<file path="config.mk">
export PLATFORM = sky130hd
export DESIGN_NAME = four_func_calc_core_flat
export DESIGN_NICKNAME = d
export VERILOG_FILES = /design/src/rtl/four_func_calc_core_if.sv /design/src/rtl/four_func_calc_core.sv /design/src/flat_wrapper.sv
export SDC_FILE = /design/constraint.sdc
export NUM_CORES = 1
export LEC_CHECK = 0
export CAP_MARGIN = 20
export CORE_ASPECT_RATIO = 1.1
export CORE_MARGIN = 2
export CORE_UTILIZATION = 69
export CTS_BUF_LIST = sky130_fd_sc_hd__clkbuf_2
export DETAILED_ROUTE_END_ITERATION = 10
export GPL_TIMING_DRIVEN = 0
export PLACE_DENSITY = 0.89
export SLEW_MARGIN = 25
export SYNTH_ARGS = -nofsm -noshare
export SYNTH_HDL_FRONTEND = slang
export SYNTH_SLANG_ARGS = --single-unit
</file>
<file path="constraint.sdc">
create_clock -name Clock -period 7.3 [get_ports Clock]
set_clock_uncertainty 0.1 [all_clocks]
set_input_delay 0.73 -clock Clock [delete_from_list [all_inputs] [get_ports Clock]]
set_output_delay 0.73 -clock Clock [all_outputs]
set_load 0.01 [all_outputs]
</file>
<file path="src/rtl/four_func_calc_core_if.sv">
// Button, operand and display signals between the debouncers, the calculator core and
// the display driver.
interface four_func_calc_core_if #(
  parameter int unsigned W = 11
);
  logic         Equals;
  logic         Add;
  logic         Subtract;
  logic         Multiply;
  logic         Divide;
  logic [W-1:0] Number;
  logic [W-1:0] Result;
  logic         Overflow;

  modport master (
    output Equals, Add, Subtract, Multiply, Divide, Number,
    input  Result, Overflow
  );

  modport slave (
    input  Equals, Add, Subtract, Multiply, Divide, Number,
    output Result, Overflow
  );
endinterface

</file>
<file path="src/rtl/four_func_calc_core.sv">
// Integer four-function calculator: signed accumulator, edge-detected buttons,
// sign-magnitude operand input, iterative shift-add multiply and restoring divide.
module four_func_calc_core #(
  parameter int unsigned W = 11
) (
  input logic                   Clock,
  input logic                   Clear,
  four_func_calc_core_if.slave  bus
);

  localparam int unsigned PW   = 2 * W;
  localparam int unsigned CntW = $clog2(W + 1);
  // Largest magnitude allowed for a negative / non-negative result.
  localparam logic [PW-1:0] NegLim = PW'(1) << (W - 1);
  localparam logic [PW-1:0] PosLim = NegLim - PW'(1);

  typedef enum logic [1:0] {StIdle, StOpsel, StBusy, StErr} state_e;
  typedef enum logic [2:0] {OpNone, OpAdd, OpSub, OpMul, OpDiv} op_e;

  state_e          state_q, state_d;
  op_e             op_q, op_d;
  logic [4:0]      btn_q, btn_d;
  logic [W-1:0]    res_q, res_d;
  logic            ovf_q, ovf_d;
  // Mul: x = shifted multiplicand, y = multiplier, z = product.
  // Div: x = divisor, y = dividend shifting out / quotient shifting in, z = remainder.
  logic [PW-1:0]   x_q, x_d;
  logic [W-1:0]    y_q, y_d;
  logic [PW-1:0]   z_q, z_d;
  logic            neg_q, neg_d;
  logic [CntW-1:0] cnt_q, cnt_d;

  logic [4:0]      btn_now, rise;
  logic            op_pressed;
  op_e             op_sel;
  logic [W-1:0]    num_mag, num_tc, a_mag;
  logic [W:0]      sum_add, sum_sub;
  logic            add_ovf, sub_ovf;
  logic [W:0]      rem_sh, dvs;
  logic            rem_ge;
  logic [PW-1:0]   fin_mag;
  logic            fin_ovf;
  logic [W-1:0]    fin_val;

  // Button bit order: Equals, Add, Subtract, Multiply, Divide (priority high to low).
  assign btn_now    = {bus.Equals, bus.Add, bus.Subtract, bus.Multiply, bus.Divide};
  assign rise       = btn_now & ~btn_q;
  assign op_pressed = |rise[3:0];

  // Pick the highest-priority operator among new presses.
  always_comb begin
    op_sel = OpDiv;
    if (rise[3])      op_sel = OpAdd;
    else if (rise[2]) op_sel = OpSub;
    else if (rise[1]) op_sel = OpMul;
  end

  // Operand conversion and single-cycle add/subtract with one guard bit.
  assign num_mag = {1'b0, bus.Number[W-2:0]};
  assign num_tc  = bus.Number[W-1] ? -num_mag : num_mag;
  assign a_mag   = res_q[W-1] ? -res_q : res_q;
  assign sum_add = {res_q[W-1], res_q} + {num_tc[W-1], num_tc};
  assign sum_sub = {res_q[W-1], res_q} - {num_tc[W-1], num_tc};
  assign add_ovf = sum_add[W] ^ sum_add[W-1];
  assign sub_ovf = sum_sub[W] ^ sum_sub[W-1];

  // Restoring-division trial subtraction.
  assign rem_sh = {z_q[W-1:0], y_q[W-1]};
  assign dvs    = {1'b0, x_q[W-1:0]};
  assign rem_ge = rem_sh >= dvs;

  // Final sign application and range check once the iteration is done.
  assign fin_mag = (op_q == OpMul) ? z_q : {{W{1'b0}}, y_q};
  assign fin_ovf = neg_q ? (fin_mag > NegLim) : (fin_mag > PosLim);
  assign fin_val = neg_q ? -fin_mag[W-1:0] : fin_mag[W-1:0];

  // Next-state and datapath control.
  always_comb begin
    state_d = state_q;
    op_d    = op_q;
    btn_d   = btn_now;
    res_d   = res_q;
    ovf_d   = ovf_q;
    x_d     = x_q;
    y_d     = y_q;
    z_d     = z_q;
    neg_d   = neg_q;
    cnt_d   = cnt_q;
    unique case (state_q)
      StIdle: begin
        if (rise[4]) begin
          res_d = num_tc;
        end else if (op_pressed) begin
          op_d    = op_sel;
          state_d = StOpsel;
        end
      end
      StOpsel: begin
        if (rise[4]) begin
          case (op_q)
            OpAdd, OpSub: begin
              op_d = OpNone;
              if ((op_q == OpAdd) ? add_ovf : sub_ovf) begin
                ovf_d   = 1'b1;
                state_d = StErr;
              end else begin
                res_d   = (op_q == OpAdd) ? sum_add[W-1:0] : sum_sub[W-1:0];
                state_d = StIdle;
              end
            end
            OpMul: begin
              x_d     = {{W{1'b0}}, a_mag};
              y_d     = num_mag;
              z_d     = '0;
              neg_d   = res_q[W-1] ^ bus.Number[W-1];
              cnt_d   = '0;
              state_d = StBusy;
            end
            OpDiv: begin
              if (num_mag == '0) begin
                op_d    = OpNone;
                ovf_d   = 1'b1;
                state_d = StErr;
              end else begin
                x_d     = {{W{1'b0}}, num_mag};
                y_d     = a_mag;
                z_d     = '0;
                neg_d   = res_q[W-1] ^ bus.Number[W-1];
                cnt_d   = '0;
                state_d = StBusy;
              end
            end
            default: state_d = StIdle;
          endcase
        end else if (op_pressed) begin
          op_d = op_sel;
        end
      end
      StBusy: begin
        if (cnt_q == CntW'(W)) begin
          op_d = OpNone;
          if (fin_ovf) begin
            ovf_d   = 1'b1;
            state_d = StErr;
          end else begin
            res_d   = fin_val;
            state_d = StIdle;
          end
        end else begin
          cnt_d = cnt_q + CntW'(1);
          if (op_q == OpMul) begin
            if (y_q[0]) z_d = z_q + x_q;
            x_d = x_q << 1;
            y_d = y_q >> 1;
          end else if (rem_ge) begin
            z_d = {{(W-1){1'b0}}, rem_sh - dvs};
            y_d = {y_q[W-2:0], 1'b1};
          end else begin
            z_d = {{(W-1){1'b0}}, rem_sh};
            y_d = {y_q[W-2:0], 1'b0};
          end
        end
      end
      StErr: ;
      default: state_d = StIdle;
    endcase
  end

  // State register; Clear wins over everything, including an in-flight mul/div.
  always_ff @(posedge Clock) begin
    if (Clear) begin
      state_q <= StIdle;
      op_q    <= OpNone;
      btn_q   <= '0;
      res_q   <= '0;
      ovf_q   <= 1'b0;
      x_q     <= '0;
      y_q     <= '0;
      z_q     <= '0;
      neg_q   <= 1'b0;
      cnt_q   <= '0;
    end else begin
      state_q <= state_d;
      op_q    <= op_d;
      btn_q   <= btn_d;
      res_q   <= res_d;
      ovf_q   <= ovf_d;
      x_q     <= x_d;
      y_q     <= y_d;
      z_q     <= z_d;
      neg_q   <= neg_d;
      cnt_q   <= cnt_d;
    end
  end

  assign bus.Result   = res_q;
  assign bus.Overflow = ovf_q;

endmodule

</file>
<file path="src/flat_wrapper.sv">
// flat-port wrapper written by rule: the top's interface ports become plain ports
module four_func_calc_core_flat 
#(
  parameter int unsigned W = 11
)
  (Clock, Clear, bus_Equals, bus_Add, bus_Subtract, bus_Multiply, bus_Divide, bus_Number, bus_Result, bus_Overflow);
  four_func_calc_core_if #(.W(W)) bus_i ();
  input logic Clock;
  input logic Clear;
  input wire logic [$bits(bus_i.Equals)-1:0] bus_Equals;
  input wire logic [$bits(bus_i.Add)-1:0] bus_Add;
  input wire logic [$bits(bus_i.Subtract)-1:0] bus_Subtract;
  input wire logic [$bits(bus_i.Multiply)-1:0] bus_Multiply;
  input wire logic [$bits(bus_i.Divide)-1:0] bus_Divide;
  input wire logic [$bits(bus_i.Number)-1:0] bus_Number;
  output wire logic [$bits(bus_i.Result)-1:0] bus_Result;
  output wire logic [$bits(bus_i.Overflow)-1:0] bus_Overflow;
  assign bus_i.Equals = bus_Equals;
  assign bus_i.Add = bus_Add;
  assign bus_i.Subtract = bus_Subtract;
  assign bus_i.Multiply = bus_Multiply;
  assign bus_i.Divide = bus_Divide;
  assign bus_i.Number = bus_Number;
  assign bus_Result = bus_i.Result;
  assign bus_Overflow = bus_i.Overflow;
  four_func_calc_core #(.W(W)) u_core (.Clock(Clock), .Clear(Clear), .bus(bus_i));
endmodule
</file>
* Yosys cells after proc, flatten, opt, wreduce, memory -nomap -nowiden
Cells that the tools add are included.
** Word-level totals
- Register bits after elaboration :: 82
- Input port bits :: 18
- Output and inout port bits :: 12
- Logic and storage cells :: 136
** Operators by class
- Add/subtract/negate cells :: 8
- Order comparisons :: 3
- Equal/unequal tests :: 27
- Muxes and demuxes :: 68
- Bitwise logic cells :: 5
- Reductions and logical operators :: 15
** Operators with widths (number)
- $mux W22 :: 10
- $pmux W22 S2 :: 4
- $mux W11 :: 14
- $pmux W11 S2 :: 2
- $pmux W11 S3 :: 1
- $mux W3 :: 8
- $add A22 B22 Y22 :: 1
- $gt A22 B10 Y1 const B :: 1
- $gt A22 B11 Y1 const B :: 1
- $neg A11 Y11 :: 2
- $pmux W4 S2 :: 2
- $reduce_and A5 Y1 :: 3
- $reduce_and A7 Y1 :: 2
- $add A11 B11 Y12 :: 1
- $ge A12 B11 Y1 :: 1
- $mux W12 :: 1
- $mux W2 :: 6
- $mux W4 :: 3
- $ne A2 B1 Y1 const B :: 6
- $ne A2 B2 Y1 const B :: 6
- $ne A3 B2 Y1 const B :: 4
- $pmux W2 S3 :: 2
- $reduce_and A6 Y1 :: 2
- $sub A11 B11 Y12 :: 1
- 25 further kinds :: 42

* Logic depth before layout (Yosys ltp)
Gate-level depths: netlist of the first run.
- Depth after elaboration :: 9
- Mapped depth :: 17
- Depth with buffers taken out :: 16

* Least setup slack after synthesis of the first run
Ideal clock, no wire load.
- Path kind :: in2reg
- Start point :: input port bus_Number[1]
- End point :: register u_core.ovf_q (netlist: u_core.bus.Overflow)
- Setup time :: 0.117 ns
- Data arrival time :: 3.811 ns
- Data required time :: 7.083 ns
- Setup slack :: 3.271 ns
- Stages on the path :: 15
- Path buffers :: 1
- Cells stage by stage :: buf_2 > inv_1 > ha_1 > mux2i_1 > inv_1 > ha_1 > o21bai_1 > a221oi_1 > o22ai_1 > nor3_1 > a21oi_2 > xor2_1 > a2111oi_2 > o21ai_1 > a32o_1
** Between the ends
- Cells in the longest elaborated chain, start to end :: 7
- Elaborated cells between the ends (all ways) :: 11
- Classes of those cells :: 3 x add/sub; 2 x eq/ne; 2 x mux; 2 x bitwise; 2 x reduce/logical
** RTL lines
- start, declared :: RTL line flat_wrapper.sv:15 : input wire logic [$bits(bus_i.Number)-1:0] bus_Number;
- $neg A10 Y11 :: RTL line four_func_calc_core.sv:60 : assign num_tc = bus.Number[W-1] ? -num_mag : num_mag;
- $mux W11 :: RTL line four_func_calc_core.sv:60
- $sub A11 B11 Y12 or $add A11 B11 Y12 (tied branches) :: RTL line four_func_calc_core.sv:63, four_func_calc_core.sv:62
- $xor A1 B1 Y1, on equally long branches :: RTL line four_func_calc_core.sv:65, four_func_calc_core.sv:64
- $mux W1 :: RTL line four_func_calc_core.sv:103 : if ((op_q == OpAdd) ? add_ovf : sub_ovf) begin
- $ne A3 B2 Y1 (no line)
- $reduce_and A7 Y1 (no line) *
- end signal, assigned :: RTL line four_func_calc_core.sv:187 : ovf_q <= ovf_d;
- end, declared :: RTL line four_func_calc_core.sv:24 : logic ovf_q, ovf_d;
Mark *: on every way between the ends. The rest lies on a longest branch, timed or not.
A chain may end at the register's enable or synchronous reset.

* Worst setup path after layout of the first run
- Start point :: input port bus_Number[0]
- End point :: register u_core.res_q[1] (netlist: u_core.bus.Result[1])
** Between the ends
- Cells in the longest elaborated chain, start to end :: 8
- Elaborated cells between the ends (all ways) :: 15
- Classes of those cells :: 3 x add/sub; 1 x eq/ne; 8 x mux; 2 x bitwise; 1 x reduce/logical
** RTL lines
- $neg A10 Y11 :: RTL line four_func_calc_core.sv:60
- $mux W11 * :: RTL line four_func_calc_core.sv:60
- $sub A11 B11 Y12 or $add A11 B11 Y12 (tied branches) :: RTL line four_func_calc_core.sv:63, four_func_calc_core.sv:62
- $mux W11 :: RTL line four_func_calc_core.sv:107 : res_d = (op_q == OpAdd) ? sum_add[W-1:0] : sum_sub[W-1:0];
- $mux W11 :: RTL line four_func_calc_core.sv:103
- $mux W11 :: RTL line four_func_calc_core.sv:100 : case (op_q)
- $mux W11 :: RTL line four_func_calc_core.sv:99 : if (rise[4]) begin
- $pmux W11 S3 :: RTL line four_func_calc_core.sv:89 : unique case (state_q)
- end signal, assigned :: RTL line four_func_calc_core.sv:186 : res_q <= res_d;
- end, declared :: RTL line four_func_calc_core.sv:23 : logic [W-1:0] res_q, res_d;
Mark *: on every way between the ends. The rest lies on a longest branch, timed or not. The select of a mux whose other input is x is not followed.

==> flow_metrics.env, run 1 <==
export IMPL_synth_top_family_by_area="compound AO/OA/AOI/OAI gates"
export IMPL_finalSetupViolCount=0
export IMPL_gp_congestion=1.00
export IMPL_portBuffers=26
export IMPL_drc=0
export IMPL_dieArea_um2=11900
export IMPL_clk_latency_ns=0.61
export IMPL_whs_ns=0.410
export IMPL_rsz0062_at_grt="false"
export IMPL_syn_area_um2=7600
export IMPL_htree_levels=3
export IMPL_post_route_period_util=0.683
export IMPL_fillers=875
export IMPL_cts_buffers=9
export IMPL_grt_pass1_vias=7546
export IMPL_power_per_cell_area_nw_per_um2=235
export IMPL_synthMuxAreaShare=0.0105
export IMPL_die_h_um=114
export IMPL_slowest_stage="clkdlybuf4s50_1"
export IMPL_num_rows=40
export IMPL_yosysSeqAreaShare=0.216
export IMPL_wl_per_cell_um=19.1
export IMPL_vias=8034
export IMPL_maxCapViolations=0
export IMPL_critPathCaptureType="register"
export IMPL_synth_seq_cells=82
export IMPL_worstHoldStart="u_core.z_q[18]"
export IMPL_ios=30
export IMPL_drive_gt1_frac=0.0577
export IMPL_path_clk_slew_ns=0.26
export IMPL_dp_hpwl_um=17400
export IMPL_leakagePower_nw=3.31
export IMPL_vdd_drop_max_mv=0.226
export IMPL_synthArstFlopShare=0
export IMPL_start_util=0.703
export IMPL_netlist_instances=997
export IMPL_drtIter0Drc=817
export IMPL_die_x_um=104
export IMPL_postCtsSetupBuffers=0
export IMPL_overflow=0
export IMPL_arrival_ns=5.41
export IMPL_grt_pass1_wl_um=37300
export IMPL_hold_viol=0
export IMPL_cts_tree="done"
export IMPL_cp_required_ns=7.72
export IMPL_synth_compound_area_share=0.323
export IMPL_worst_pin_slew_ns=0.816
export IMPL_placedCellCount=1170
export IMPL_cts_max_path_buffers=2
export IMPL_worstSetupStartpoint="bus_Number[0]"
export IMPL_final_nets=1119
export IMPL_yosysWarnings=0
export IMPL_fin_crit_ns=4.98
export IMPL_final_common_cell="nor2_1"
export IMPL_drv_slew=0
export IMPL_cpPeakStageDelay_ns=0.74
export IMPL_critPathKind="in2reg"
export IMPL_root_buffer="clkbuf_2"
export IMPL_run_status="finished clean"
export IMPL_synth_edf_count=0
export IMPL_routed_via_density=6.77
export IMPL_fmax_mhz=201
export IMPL_ant_nets=0
export IMPL_timing_rr_start="u_core.op_q[0]"
export IMPL_synthFlopType="dfxtp_1"
export IMPL_synth_simple_area_share=0.205
export IMPL_min_path_type="reg2reg"
export IMPL_mostFrequentLayoutCells="nor2_1 (106), a21oi_1 (94), dfxtp_1 (82)"
export IMPL_synthAdderAreaFrac=0.114
export IMPL_ctsHoldBuffers=0
export IMPL_synth_nets=1082
export IMPL_setup_tns_final_ns=0
export IMPL_syn2layout_area_growth_pct=7.92
export IMPL_antenna_found_initial=1
export IMPL_cts_resized=0
export IMPL_syn_avg_cell_area_um2=7.62
export IMPL_clock_sinks=82
export IMPL_grt_max_degree=16
export IMPL_yosysUniqueCellTypes=85
export IMPL_postRouteWirelength_um=22700
export IMPL_track_usage=0.386
export IMPL_maxSlewHeadroom=0.450
export IMPL_drtPass1Iterations=9
export IMPL_crit_path_max_fanout=10
export IMPL_core_area_um2=10800
export IMPL_start_kind="input pin"
export IMPL_path_cells="clkdlybuf4s50_1, inv_1, ha_1, mux2i_1, inv_1, ha_1, o21bai_1, a221oi_1, o22ai_1, nor3_1, a21oi_2, xnor2_2, o2111ai_2, nand2_1, o31ai_1"
export IMPL_synthXorXnorAreaFrac=0.0736
export IMPL_stdcell_count=1187
[path summary, 6_finish.rpt]
kind	endpoint	slack (ns)	cells after the start
worst min register to register	u_core.z_q[18]	0.41	2
worst max-delay path	u_core.bus.Result[1]	2.32	15
worst max register to register	u_core.bus.Result[1]	3.37	12
worst min-delay path	u_core.z_q[18]	0.41	2
[where the power goes]
part	total (mW)	leakage [nW]	internal, mW	switching [mW]
clock network	0.299	0.0825	0.117	0.183
registers	0.567	0.667	0.493	0.0743
logic	1.06	2.56	0.420	0.643
[flip-flops by register name, summed over array words and instances (netlist names)]
| name | cells |
|---|---|
| u_core.op_q | 3 |
| u_core.bus.Overflow | 1 |
| u_core.bus.Result | 11 |
| u_core.cnt_q | 4 |
| u_core.y_q | 11 |
| u_core.neg_q | 1 |
| u_core.z_q | 22 |
| u_core.x_q | 22 |
| u_core.btn_q | 5 |
| u_core.state_q | 2 |
[layer usage]
layer | global-route usage | wire length, µm | share of wire | vias up
met1 | 0.462 | 8930 | 0.39 | 3712
li1 | - | - | - | 3760
met4 | 0.212 | 1250 | 0.055 | 0
met5 | 0 | 0 | 0 | -
met2 | 0.669 | 10700 | 0.47 | 448
met3 | 0.0609 | 1800 | 0.079 | 114
[area by class of cell]
class                   instances  area [µm²]  share of cell area
diodes                          1        2.50            0.000305
plain buffers                  55         245              0.0299
clock buffers                   9        45.0             0.00549
clock inverters                 7         100              0.0122
inverters                      51         191              0.0233
multi-input cells             809        5530               0.674
flip-flops and latches         82        1640               0.200
well taps                     147         184              0.0224
repair buffers                 26         260              0.0317
[metrics by stage]
| step | setup WS, ns | area (µm²) | power [mW] | util |
|---|---|---|---|---|
| 2_1_floorplan | 3.27 | 7600 | 1.32 | - |
| 3_3_place_gp | 1.86 | 8050 | 1.58 | 0.744 |
| 3_5_place_dp | 1.80 | 8050 | 1.60 | 0.745 |
| 4_1_cts | 2.49 | 8200 | 1.90 | 0.758 |
| 5_1_grt | 2.15 | 8200 | 2.04 | 0.759 |
| 6_report | 2.32 | 8200 | 1.93 | 0.759 |
[worst max-delay path: cells and delay by family]
family / cells / cell delay [ns]
xor gates and xnor gates: 1 / 0.19
buffers and inverters: 3 / 0.98
muxes: 1 / 0.48
adders and majority gates: 2 / 0.65
and+or+nand+nor: 2 / 0.86
AOI/OAI and AO/OA: 6 / 1.50
[cell families after synthesis]
group | count (synthesis)
mux | 8
flops | 82
xor+xnor | 63
fa+ha+maj | 67
simple gates | 312
compound gates | 359
buf+inv | 106
[synthesized netlist by cell type, drive strengths merged (6+ instances only)]
library cell,count,area (µm²)
nor2,107,404
a21oi,95,479
dfxtp,82,1640
nand2,75,282
o21ai,64,324
ha,63,788
inv,50,188
a211oi,40,300
clkbuf,40,150
xnor2,40,358
nor3,25,130
xor2,23,201
a22oi,22,165
a21o,18,135
buf,15,95.1
nor2b,15,93.8
o211ai,13,97.6
o31ai,13,111
nand2b,11,68.8
nand3,11,55.1
a21boi,10,75.1
nor4,10,98.8
a31oi,9,56.3
or3,9,56.3
and2,8,50.1
mux2i,8,80.1
a221oi,7,61.3
o41ai,7,91.3
or4,7,56.3
a311oi,6,52.6
nand4,6,37.5
o21a,6,45.0
o21bai,6,45.0
(Power assumes the default switching activity.)
==> run 2, diff against run 1 <==
--- a/config.mk
+++ b/config.mk
@@ -8,11 +8,11 @@
 export CAP_MARGIN = 20
 export CORE_ASPECT_RATIO = 1.1
 export CORE_MARGIN = 2
-export CORE_UTILIZATION = 69
+export CORE_UTILIZATION = 64
 export CTS_BUF_LIST = sky130_fd_sc_hd__clkbuf_2
 export DETAILED_ROUTE_END_ITERATION = 10
 export GPL_TIMING_DRIVEN = 0
-export PLACE_DENSITY = 0.89
+export PLACE_DENSITY = 0.83
 export SLEW_MARGIN = 25
 export SYNTH_ARGS = -nofsm -noshare
 export SYNTH_HDL_FRONTEND = slang
==> constraint.sdc (replaced) <==
create_clock -name Clock -period 4.65 [get_ports Clock]
set_clock_uncertainty 0.1 [all_clocks]
set_input_delay 0.465 -clock Clock [delete_from_list [all_inputs] [get_ports Clock]]
set_output_delay 0.465 -clock Clock [all_outputs]
set_load 0.01 [all_outputs]
==> flow_metrics.env, run 2 (synthesis gave the netlist of run 1 again) <==
export IMPL_mostFrequentLayoutCells="nor2_1 (106), a21oi_1 (94), dfxtp_1 (82)"
export IMPL_crit_path_frequent_cell="nand2_1"
export IMPL_critical_path_top_delay_family="simple AND/OR/NAND/NOR gates"
export IMPL_overflow=0
export IMPL_drtIter0Drc=885
export IMPL_power_mw=3.03
export IMPL_postRouteWirelength_um=23200
export IMPL_cts_tree="done"
export IMPL_arrival_ns=4.86
export IMPL_critPathKind="in2reg"
export IMPL_cp_required_ns=5.07
export IMPL_fin_ws_ns=0.210
export IMPL_timing_rr_start="u_core.op_q[0]"
export IMPL_hold_viol=0
export IMPL_dp_hpwl_um=17600
export IMPL_whs_ns=0.311
export IMPL_place_area_um2=8050
export IMPL_dieArea_um2=12800
export IMPL_vias=7913
export IMPL_core_area_um2=11500
export IMPL_drv_slew=0
export IMPL_crit_path_max_fanout=10
export IMPL_maxCapViolations=0
export IMPL_pwr_share_comb=0.555
export IMPL_slowest_stage="clkdlybuf4s50_1"
export IMPL_final_common_cell="nor2_1"
export IMPL_root_buffer="clkbuf_2"
export IMPL_fillers=1013
export IMPL_power_frac_clock=0.150
export IMPL_ant_nets=0
export IMPL_final_core_util=0.712
export IMPL_routed_via_density=6.66
export IMPL_fin_crit_ns=4.44
export IMPL_finalSetupViolCount=0
export IMPL_swShare=0.467
export IMPL_final_nets=1119
export IMPL_largestRegisters="u_core.x_q: 22 flops, u_core.z_q: 22 flops"
export IMPL_ios=30
export IMPL_path_clk_slew_ns=0.24
export IMPL_dp_slack_ns=-0.631
export IMPL_track_usage=0.365
export IMPL_post_route_period_util=0.955
export IMPL_grt_max_degree=15
export IMPL_drive_gt1_frac=0.0607
export IMPL_start_kind="input pin"
export IMPL_r2r_cells=12
export IMPL_wl_per_cell_um=19.5
export IMPL_maxSlewHeadroom=0.478
export IMPL_drc=0
export IMPL_min_path_type="in2reg"
export IMPL_antenna_found_initial=1
export IMPL_cts_max_path_buffers=2
export IMPL_rsz0062_at_grt="false"
export IMPL_rr_endpoint="u_core.bus.Result[7]"
export IMPL_path_cells="clkdlybuf4s50_1, inv_1, ha_1, nand2_1, nand2_1, xnor2_1, ha_1, or3_1, or3_1, o22ai_1, nor3_2, a21oi_2, xnor2_2, o2111ai_2, nand2_1, a41o_1"
export IMPL_vdd_drop_max_mv=0.293
export IMPL_regToRegSetupSlack_ns=0.79
export IMPL_stdcell_count=1189
export IMPL_seqCellArea_um2=1640
export IMPL_p_int_mw=1.61
export IMPL_multiInputGateArea_um2=5550
export IMPL_setup_tns_final_ns=0
export IMPL_endpoint="u_core.bus.Result[7]"
export IMPL_die_x_um=108
export IMPL_placedCellCount=1173
export IMPL_design_area_um2=8210
export IMPL_crit_buf_inv=2
export IMPL_die_h_um=118
export IMPL_leakagePower_nw=3.31
export IMPL_ctsHoldBuffers=0
export IMPL_critPathCaptureType="register"
export IMPL_clock_sinks=82
export IMPL_syn2layout_area_growth_pct=8.07
export IMPL_crit_cells=16
export IMPL_start_util=0.659
export IMPL_power_per_cell_area_nw_per_um2=369
export IMPL_seqPwrFrac=0.295
export IMPL_clk_latency_ns=0.59
export IMPL_portBuffers=26
export IMPL_htree_levels=3
export IMPL_drtPass1Iterations=6
export IMPL_grt_pass1_wl_um=37400
export IMPL_grt_pass1_vias=7472
export IMPL_cts_resized=0
export IMPL_run_status="finished clean"
export IMPL_gp_congestion=0.955
export IMPL_p_sw_mw=1.41
export IMPL_cts_buffers=9
export IMPL_worstSetupStartpoint="bus_Number[0]"
export IMPL_cpPeakStageDelay_ns=0.73
export IMPL_num_rows=41
export IMPL_worst_pin_slew_ns=0.774
export IMPL_fmax_mhz=225
export IMPL_postCtsSetupBuffers=0
==> run 2: cell count changes in the layout (fill, tap and decap cells not counted), sizes merged <==
cell	previous run	this run
clkinv	2	4
inv	53	51
clkinvlp	1	0
==> run 2: power by group through the flow <==
stage,clock network (mW),logic [mW],registers (mW)
finish,0.455,1.68,0.893
CTS,0.457,1.64,0.886
global placement,0,1.61,0.898
floorplan,0,1.20,0.872
detailed placement,0,1.62,0.900
global route,0.482,1.83,0.900
==> run 2: worst min-delay path by stage <==
stage	slack, ns	cells past startpoint	start	endpoint
global placement	0.37	2	u_core.z_q[18]	u_core.z_q[18]
global route	0.29	2	bus_Add	u_core.btn_q[3]
floorplan	0.35	2	u_core.z_q[14]	u_core.z_q[14]
detailed placement	0.38	2	u_core.z_q[18]	u_core.z_q[18]
CTS	0.29	2	bus_Divide	u_core.btn_q[0]
finish	0.31	2	bus_Divide	u_core.btn_q[0]
==> run 2: area by class of cell <==
cell class / instances / share of cell area
multi-input combinational: 809 / 0.676
clock buffer: 9 / 0.00548
timing repair buffer: 26 / 0.0317
inverter: 51 / 0.0233
buffer: 55 / 0.0299
tap: 150 / 0.0228
antenna: 1 / 0.000305
sequential: 82 / 0.200
clock inverter: 6 / 0.0111
==> run 2: per-layer routing <==
metal  global-route usage  part of all wire
met4                0.175             0.045
met1                0.455              0.40
met2                0.607              0.47
met5                    0                 0
met3               0.0596             0.083
==> run 3, diff against run 2 <==
--- a/config.mk
+++ b/config.mk
@@ -8,11 +8,12 @@
 export CAP_MARGIN = 20
 export CORE_ASPECT_RATIO = 1.1
 export CORE_MARGIN = 2
-export CORE_UTILIZATION = 64
+export CORE_UTILIZATION = 40
 export CTS_BUF_LIST = sky130_fd_sc_hd__clkbuf_2
 export DETAILED_ROUTE_END_ITERATION = 10
 export GPL_TIMING_DRIVEN = 0
-export PLACE_DENSITY = 0.83
+export RECOVER_POWER = 50
+export SKIP_CTS_REPAIR_TIMING = 1
 export SLEW_MARGIN = 25
 export SYNTH_ARGS = -nofsm -noshare
 export SYNTH_HDL_FRONTEND = slang
==> flow_metrics.env, run 3 (synthesis gave the netlist of run 1 again) <==
export IMPL_cts_max_path_buffers=2
export IMPL_postRouteWirelength_um=24500
export IMPL_seqPwrFrac=0.294
export IMPL_ios=30
export IMPL_core_area_um2=18500
export IMPL_slowest_stage="dlygate4sd3_1"
export IMPL_die_x_um=135
export IMPL_vdd_drop_max_mv=0.158
export IMPL_power_mw=3.03
export IMPL_root_buffer="clkbuf_2"
export IMPL_path_clk_slew_ns=0.25
export IMPL_run_status="finished clean"
export IMPL_cp_required_ns=5.10
export IMPL_clk_latency_ns=0.63
export IMPL_hold_viol=0
export IMPL_p_int_mw=1.60
export IMPL_drv_slew=0
export IMPL_finalSetupViolCount=0
export IMPL_grt_pass1_wl_um=39300
export IMPL_post_route_period_util=0.949
export IMPL_arrival_ns=4.86
export IMPL_stdcell_count=1283
export IMPL_drtIter0Drc=551
export IMPL_grt_max_degree=16
export IMPL_cts_buffers=9
export IMPL_largestRegisters="u_core.x_q: 22 flops, u_core.z_q: 22 flops"
export IMPL_fin_ws_ns=0.237
export IMPL_die_h_um=149
export IMPL_cts_tree="done"
export IMPL_final_nets=1119
export IMPL_leakagePower_nw=3.34
export IMPL_maxSlewHeadroom=0.421
export IMPL_swShare=0.472
export IMPL_start_util=0.410
export IMPL_whs_path_depth=3
export IMPL_whs_ns=0.275
export IMPL_min_path_type="in2reg"
export IMPL_track_usage=0.248
export IMPL_rsz0062_at_grt="false"
export IMPL_cpPeakStageDelay_ns=0.75
export IMPL_critPathCaptureType="register"
export IMPL_start_kind="input pin"
export IMPL_gp_congestion=0.960
export IMPL_fmax_mhz=227
export IMPL_wl_per_cell_um=19.1
export IMPL_critPathKind="in2reg"
export IMPL_crit_path_frequent_cell="or3_1"
export IMPL_drtPass1Iterations=5
export IMPL_htree_levels=3
export IMPL_r2r_cells=12
export IMPL_routed_via_density=5.93
export IMPL_vias=7602
export IMPL_syn2layout_area_growth_pct=9.53
export IMPL_pwr_share_comb=0.547
export IMPL_drive_gt1_frac=0.0549
export IMPL_dp_hpwl_um=18900
export IMPL_power_frac_clock=0.159
export IMPL_grt_pass1_vias=7373
export IMPL_clock_sinks=82
export IMPL_path_cells="dlygate4sd3_1, nor2_1, nand3_1, o21ai_0, xnor2_1, ha_1, clkbuf_1, or3_1, or3_1, o22ai_1, nor3_2, a21oi_2, xnor2_2, o2111ai_2, nand2_1, o31ai_1"
export IMPL_drc=0
export IMPL_mostFrequentLayoutCells="nor2_1 (106), a21oi_1 (94), dfxtp_1 (82)"
export IMPL_portBuffers=26
export IMPL_overflow=0
export IMPL_dp_slack_ns=-0.671
export IMPL_dieArea_um2=20100
export IMPL_placedCellCount=1266
export IMPL_maxCapViolations=0
export IMPL_ant_nets=0
export IMPL_final_common_cell="nor2_1"
export IMPL_antenna_found_initial=1
export IMPL_crit_path_max_fanout=8
export IMPL_num_rows=52
export IMPL_p_sw_mw=1.43
export IMPL_worst_pin_slew_ns=0.859
export IMPL_power_per_cell_area_nw_per_um2=364
export IMPL_fin_crit_ns=4.41
run 3: cell type report:
class | instances | area (µm²)
fillers | 1961 | 10200
diodes | 1 | 2.50
clock buffers | 9 | 45.0
well taps | 243 | 304
inverters | 51 | 191
repair buffers | 26 | 263
flip-flops and latches | 82 | 1640
clock inverters | 7 | 100
multi-input cells | 809 | 5550
plain buffers | 55 | 233
run 3: final timing paths:
check,from,to,slack (ns)
setup reg to reg,u_core.op_q[0],u_core.bus.Result[0],0.45
setup / recovery,bus_Number[3],u_core.bus.Result[0],0.24
hold reg to reg,u_core.z_q[18],u_core.z_q[18],0.40
hold / removal,bus_Subtract,u_core.btn_q[2],0.27
run 3: power groups by stage:
stage / clock [mW] / combinational, mW / sequential, mW
6_report: 0.484 / 1.66 / 0.892
5_1_grt: 0.508 / 1.83 / 0.901
4_1_cts: 0.490 / 1.65 / 0.889
3_5_place_dp: 0 / 1.64 / 0.903
3_3_place_gp: 0 / 1.64 / 0.903
2_1_floorplan: 0 / 1.20 / 0.872
run 3: metal layers:
metal	vias up	part of all wire	global-route usage	routed length (µm)
met1	3584	0.45	0.314	11000
met2	204	0.48	0.423	11700
met5	-	0	0	0
met3	64	0.036	0.0300	873
li1	3750	-	-	-
met4	0	0.039	0.111	950
run 3: through the flow:
| step | instance area, µm² | TNS, ns | utilization |
|---|---|---|---|
| after global placement | 8170 | -7.06 | 0.440 |
| after floorplan | 7600 | 0 | - |
| after detailed placement | 8170 | -6.75 | 0.441 |
| after global routing | 8330 | 0 | 0.449 |
| final | 8330 | 0 | 0.449 |
| after CTS | 8320 | 0 | 0.448 |
run 3: worst max-delay path: cells and delay by family:
kind | cells | cell delay, ns
AO/OA/AOI/OAI | 5 | 1.20
XOR/XNOR | 2 | 0.63
adder cells (fa/ha/maj) | 1 | 0.34
buffers and inverters | 2 | 0.93
AND/OR/NAND/NOR | 6 | 1.28
